File: src/rtl/fetch_redirect_unit.sv
// IF stage: PC register, PC+4, IF/ID capture, EX-stage redirect with IF/ID squash and stall hold.
// Optional redirect/stall statistics counters when BRANCH_STATS_EN is defined.
module fetch_redirect_unit #(
  parameter logic [31:0] RESET_PC  = 32'h0000_0000,
  parameter logic [31:0] NOP_INSTR = 32'h0000_0013,
  parameter int          CNT_W     = 32
) (
  input  logic             clk,
  input  logic             rst,
  input  logic             Stall,
  input  logic             NextPCSrc,
  input  logic [31:0]      BrTarget,
  input  logic [31:0]      InstrIn,
  output logic [31:0]      PCOut,
  output logic [31:0]      IFID_PC,
  output logic [31:0]      IFID_PC4,
  output logic [31:0]      IFID_Instr,
  output logic             IFID_Valid,
`ifdef BRANCH_STATS_EN
  output logic [CNT_W-1:0] TakenCnt,
  output logic [CNT_W-1:0] StallCnt,
`endif
  output logic             FlushIDEX
);

  logic [31:0] pc_q, pc_d;
  logic [31:0] ifid_pc_q, ifid_pc_d;
  logic [31:0] ifid_pc4_q, ifid_pc4_d;
  logic [31:0] ifid_instr_q, ifid_instr_d;
  logic        ifid_valid_q, ifid_valid_d;
  logic [31:0] pc_plus4;

  assign pc_plus4 = pc_q + 32'd4;

  // Redirect beats stall so a taken branch is never lost behind a hazard hold.
  always_comb begin
    pc_d         = pc_q;
    ifid_pc_d    = ifid_pc_q;
    ifid_pc4_d   = ifid_pc4_q;
    ifid_instr_d = ifid_instr_q;
    ifid_valid_d = ifid_valid_q;
    if (NextPCSrc) begin
      pc_d         = {BrTarget[31:2], 2'b00};
      ifid_pc_d    = 32'd0;
      ifid_pc4_d   = 32'd0;
      ifid_instr_d = NOP_INSTR;
      ifid_valid_d = 1'b0;
    end else if (!Stall) begin
      pc_d         = pc_plus4;
      ifid_pc_d    = pc_q;
      ifid_pc4_d   = pc_plus4;
      ifid_instr_d = InstrIn;
      ifid_valid_d = 1'b1;
    end
  end

  always_ff @(posedge clk) begin
    if (rst) begin
      pc_q         <= RESET_PC;
      ifid_pc_q    <= 32'd0;
      ifid_pc4_q   <= 32'd0;
      ifid_instr_q <= NOP_INSTR;
      ifid_valid_q <= 1'b0;
    end else begin
      pc_q         <= pc_d;
      ifid_pc_q    <= ifid_pc_d;
      ifid_pc4_q   <= ifid_pc4_d;
      ifid_instr_q <= ifid_instr_d;
      ifid_valid_q <= ifid_valid_d;
    end
  end

  assign PCOut      = pc_q;
  assign IFID_PC    = ifid_pc_q;
  assign IFID_PC4   = ifid_pc4_q;
  assign IFID_Instr = ifid_instr_q;
  assign IFID_Valid = ifid_valid_q;
  assign FlushIDEX  = NextPCSrc & ~rst;

`ifdef BRANCH_STATS_EN
  logic [CNT_W-1:0] taken_cnt_q, taken_cnt_d;
  logic [CNT_W-1:0] stall_cnt_q, stall_cnt_d;

  // Both counters stick at all-ones rather than wrapping.
  always_comb begin
    taken_cnt_d = taken_cnt_q;
    stall_cnt_d = stall_cnt_q;
    if (NextPCSrc) begin
      if (taken_cnt_q != '1) taken_cnt_d = taken_cnt_q + CNT_W'(1);
    end else if (Stall) begin
      if (stall_cnt_q != '1) stall_cnt_d = stall_cnt_q + CNT_W'(1);
    end
  end

  always_ff @(posedge clk) begin
    if (rst) begin
      taken_cnt_q <= '0;
      stall_cnt_q <= '0;
    end else begin
      taken_cnt_q <= taken_cnt_d;
      stall_cnt_q <= stall_cnt_d;
    end
  end

  assign TakenCnt = taken_cnt_q;
  assign StallCnt = stall_cnt_q;
`endif

endmodule

File: config.mk
export PLATFORM = sky130hd
export DESIGN_NAME = fetch_redirect_unit
export DESIGN_NICKNAME = d
export VERILOG_FILES = /design/src/rtl/fetch_redirect_unit.sv
export SDC_FILE = /design/constraint.sdc
export NUM_CORES = 1
export LEC_CHECK = 0
export CAP_MARGIN = 20
export CORE_ASPECT_RATIO = 0.5
export CORE_MARGIN = 5
export CORE_UTILIZATION = 25
export CTS_BUF_LIST = sky130_fd_sc_hd__clkbuf_4 sky130_fd_sc_hd__clkbuf_8
export DETAILED_ROUTE_END_ITERATION = 16
export GPL_TIMING_DRIVEN = 0
export HOLD_SLACK_MARGIN = 0.06
export PLACE_DENSITY_LB_ADDON = 0.3
export SYNTH_ARGS = -nofsm -noshare
export SYNTH_HDL_FRONTEND = slang
export SYNTH_SLANG_ARGS = --single-unit
File: constraint.sdc
create_clock -name clk -period 2.1 [get_ports clk]
set_clock_uncertainty 0.1 [all_clocks]
set_input_delay 0.315 -clock clk [delete_from_list [all_inputs] [get_ports clk]]
set_output_delay 0.315 -clock clk [all_outputs]
set_load 0.01 [all_outputs]
==> results.ini <==
[status]
status = finished clean

[sta]
finalSetupViolCount = 0
maxSlewHeadroom = 0.498
post-route-period-util = 0.956
hold_violations = 0
finalWorstSetupSlack_ns = 0.0934
max_freq_mhz = 498
layout_min_cycle_time_ns = 2.01
fin_tns_setup_ns = 0
worst_pin_slew_ns = 0.753
maxSlewViolCount = 0
rsz0062_at_grt = yes

[floorplan]
io_pins = 198
dieArea_um2 = 24800
die_w_um = 218
rows = 37
die_h_um = 114
start_util = 0.258
core_region_area_um2 = 20900

[placement]
place_area_um2 = 7650
dp.cells = 1085
gp_congestion = 0.867
dp_hpwl_um = 14600
port_buffers = 188
dpl_worst_slack_ns = -0.790

[clocking]
clk_latency_ns = 0.44
cts_sinks = 123
htreeDepth = 4
clk_pin_slew_ns = 0.08
numCtsBuffers = 17
cts_buffer_depth = 2
cts_tree = done
root_buffer = clkbuf_8

[synthesis]
synth_seq_cells = 123
ys_seq_area_frac = 0.457
syn_inst = 600
yosysWarningCount = 0
syn_area_um2 = 5390
synth_cell_types = 37
synth.avg_cell_area_um2 = 8.98

[finish]
seq_area_um2 = 2470
nets = 901
final_area_um2 = 8310
final_cell_mix = 187 x clkdlybuf4s50_1, 119 x dfxtp_1, 98 x nor2_1
antenna_cells = 0
multiInputGateArea_um2 = 2760
area_delta_synth_final_pct = 54.3
n_fill_cell = 2092
instances_no_fill = 1137
final_common_cell = clkdlybuf4s50_1
drive_above_1_share = 0.133

[pwr]
vdd_drop_max_mv = 0.336
p_total_mw = 5.43
leakage_nw = 3.22
p_per_area_nw_per_um2 = 654

[detailed_routing]
dr.pass1.iters = 5
wl_met2_um = 9780
drt_iter0_markers = 356
num_vias = 5206
drcViolationCount = 0
via_per_inst = 4.58
wl_met3_um = 1010
antenna_left = 0
wl_per_cell_um = 17.3
dr.max_layer_used = met4
wl_met1_um = 8440
routed_wl_um = 19600

[worst_setup_path]
worst_ep_required_time_ns = 2.36
path_delay_family = simple AND/OR/NAND/NOR gates
crit_fanout = 7
worstSetupPathType = register to register
max_stage_delay_ns = 0.40
critical_path.cell_chain = buf_2, nand4_1, nor3_2, nand3_1, xor2_1, a211oi_1
cp_num_buf_inv = 1
arrival_ns = 2.27
end_kind = register
cp-start-kind = register
crit_slowest_cell = nor3_2

[grt]
grt_max_degree = 17
grt_pass1_vias = 5247
grt_pass1_wl_um = 30000
antenna_found_initial = 0
grt_use_total = 0.156
gr-total-overflow = 0

[min_path]
worstHoldPathType = primary input to register

[run]
max-cap-violations = 0

==> final cells by class <==
type / instances / share of cell area
flip-flops and latches: 123 / 0.297
repair buffers: 209 / 0.245
plain buffers: 52 / 0.0309
clock inverters: 11 / 0.0145
clock buffers: 21 / 0.0325
well taps: 292 / 0.0440
inverters: 8 / 0.00377
multi-input cells: 421 / 0.332
==> power by group <==
| part | switching, mW | internal [mW] |
|---|---|---|
| combinational | 0.393 | 0.411 |
| sequential | 0.0820 | 2.42 |
| clock | 1.00 | 1.12 |
| total | 1.48 | 3.95 |
==> sequential cells by signal, indices dropped and copies added (netlist names) <==
register	count
IFID_Instr	32
IFID_PC4	30
IFID_PC	30
PCOut	30
IFID_Valid	1
==> metal layers <==
metal / vias to the layer above / global-route usage
li1: 2480 / -
met4: 0 / 0.0576
met3: 30 / 0.0342
met5: - / 0
met2: 150 / 0.264
met1: 2546 / 0.196
==> per-stage QoR <==
stage / hold slack, ns / utilization
after global routing: 0.164 / 0.398
after floorplan: 0.324 / -
final: 0.144 / 0.398
after CTS: 0.139 / 0.391
after global placement: 0.351 / 0.366
after detailed placement: 0.356 / 0.366
==> worst register-to-register path: stages, from the launching register on <==
cell and delay [ns]:
dfxtp_1 0.34, buf_2 0.23, nand4_1 0.28, nor3_2 0.40, nand3_1 0.19, xor2_1 0.18, a211oi_1 0.22
==> path summary, 6_finish.rpt <==
| path | endpoint | slack (ns) | startpoint | cells after the start |
|---|---|---|---|---|
| max | PCOut[30] | 0.09 | PCOut[12] | 6 |
| min reg2reg | IFID_PC[27] | 0.37 | IFID_PC[27] | 2 |
| max reg2reg | PCOut[30] | 0.09 | PCOut[12] | 6 |
| min | PCOut[31] | 0.14 | NextPCSrc | 2 |
==> synthesized netlist by cell type <==
| cell type | number | area [µm²] |
|---|---|---|
| nor3_2 | 2 | 20.0 |
| a2111oi_2 | 1 | 15.0 |
| nor4_1 | 2 | 12.5 |
| conb_1 | 1 | 3.75 |
| and3_1 | 2 | 12.5 |
| nor4_2 | 2 | 25.0 |
| nand2b_1 | 1 | 6.26 |
| nor3_1 | 15 | 75.1 |
| o21a_1 | 2 | 15.0 |
| nor4_4 | 4 | 85.1 |
| nand4_4 | 1 | 21.3 |
| buf_2 | 14 | 70.1 |
| nand3_4 | 1 | 17.5 |
| nand2_1 | 42 | 158 |
| xor2_1 | 40 | 350 |
| nand3_2 | 2 | 20.0 |
| o22ai_1 | 1 | 6.26 |
| mux2i_1 | 64 | 641 |
| dfxtp_1 | 123 | 2460 |
| inv_1 | 6 | 22.5 |
| clkinv_1 | 2 | 7.51 |
| nor2_1 | 100 | 375 |
| a211oi_1 | 14 | 105 |
| or3_1 | 1 | 6.26 |
| nand3b_1 | 1 | 7.51 |
| o21ai_0 | 23 | 115 |
| clkbuf_2 | 3 | 15.0 |
| nand3_1 | 25 | 125 |
| buf_1 | 2 | 7.51 |
| buf_4 | 8 | 60.1 |
| nor2b_1 | 3 | 18.8 |
| xnor2_1 | 14 | 123 |
| clkbuf_1 | 26 | 97.6 |
| nand4_1 | 11 | 68.8 |
| ha_1 | 1 | 12.5 |
| a21oi_1 | 39 | 195 |
| or2_2 | 1 | 6.26 |
==> cell families (layout without fill, tap and decap cells) <==
family / count (synthesis) / after routing / share of synthesized area
XOR/XNOR: 54 / 54 / 0.0878
AND/OR/NAND/NOR: 216 / 216 / 0.197
buffers and inverters: 61 / 301 / 0.0520
flip-flops: 123 / 123 / 0.457
other: 1 / 6 / 0.000696
multiplexers: 64 / 64 / 0.119
adder cells (fa/ha/maj): 1 / 1 / 0.00232
AO/OA/AOI/OAI: 80 / 80 / 0.0839
==> timing repair <==
| action | CTS | global route |
|---|---|---|
| endpoints found under the hold margin | 0 | 0 |
| setup buffers | 8 | 13 |
| cloned | 0 | 0 |
| hold buffers | 0 | 0 |
| pin swaps | 4 | 8 |
| gates resized for setup | 19 | 12 |
| endpoints found under the setup margin | 91 | 33 |
(Power assumes the default switching activity.)
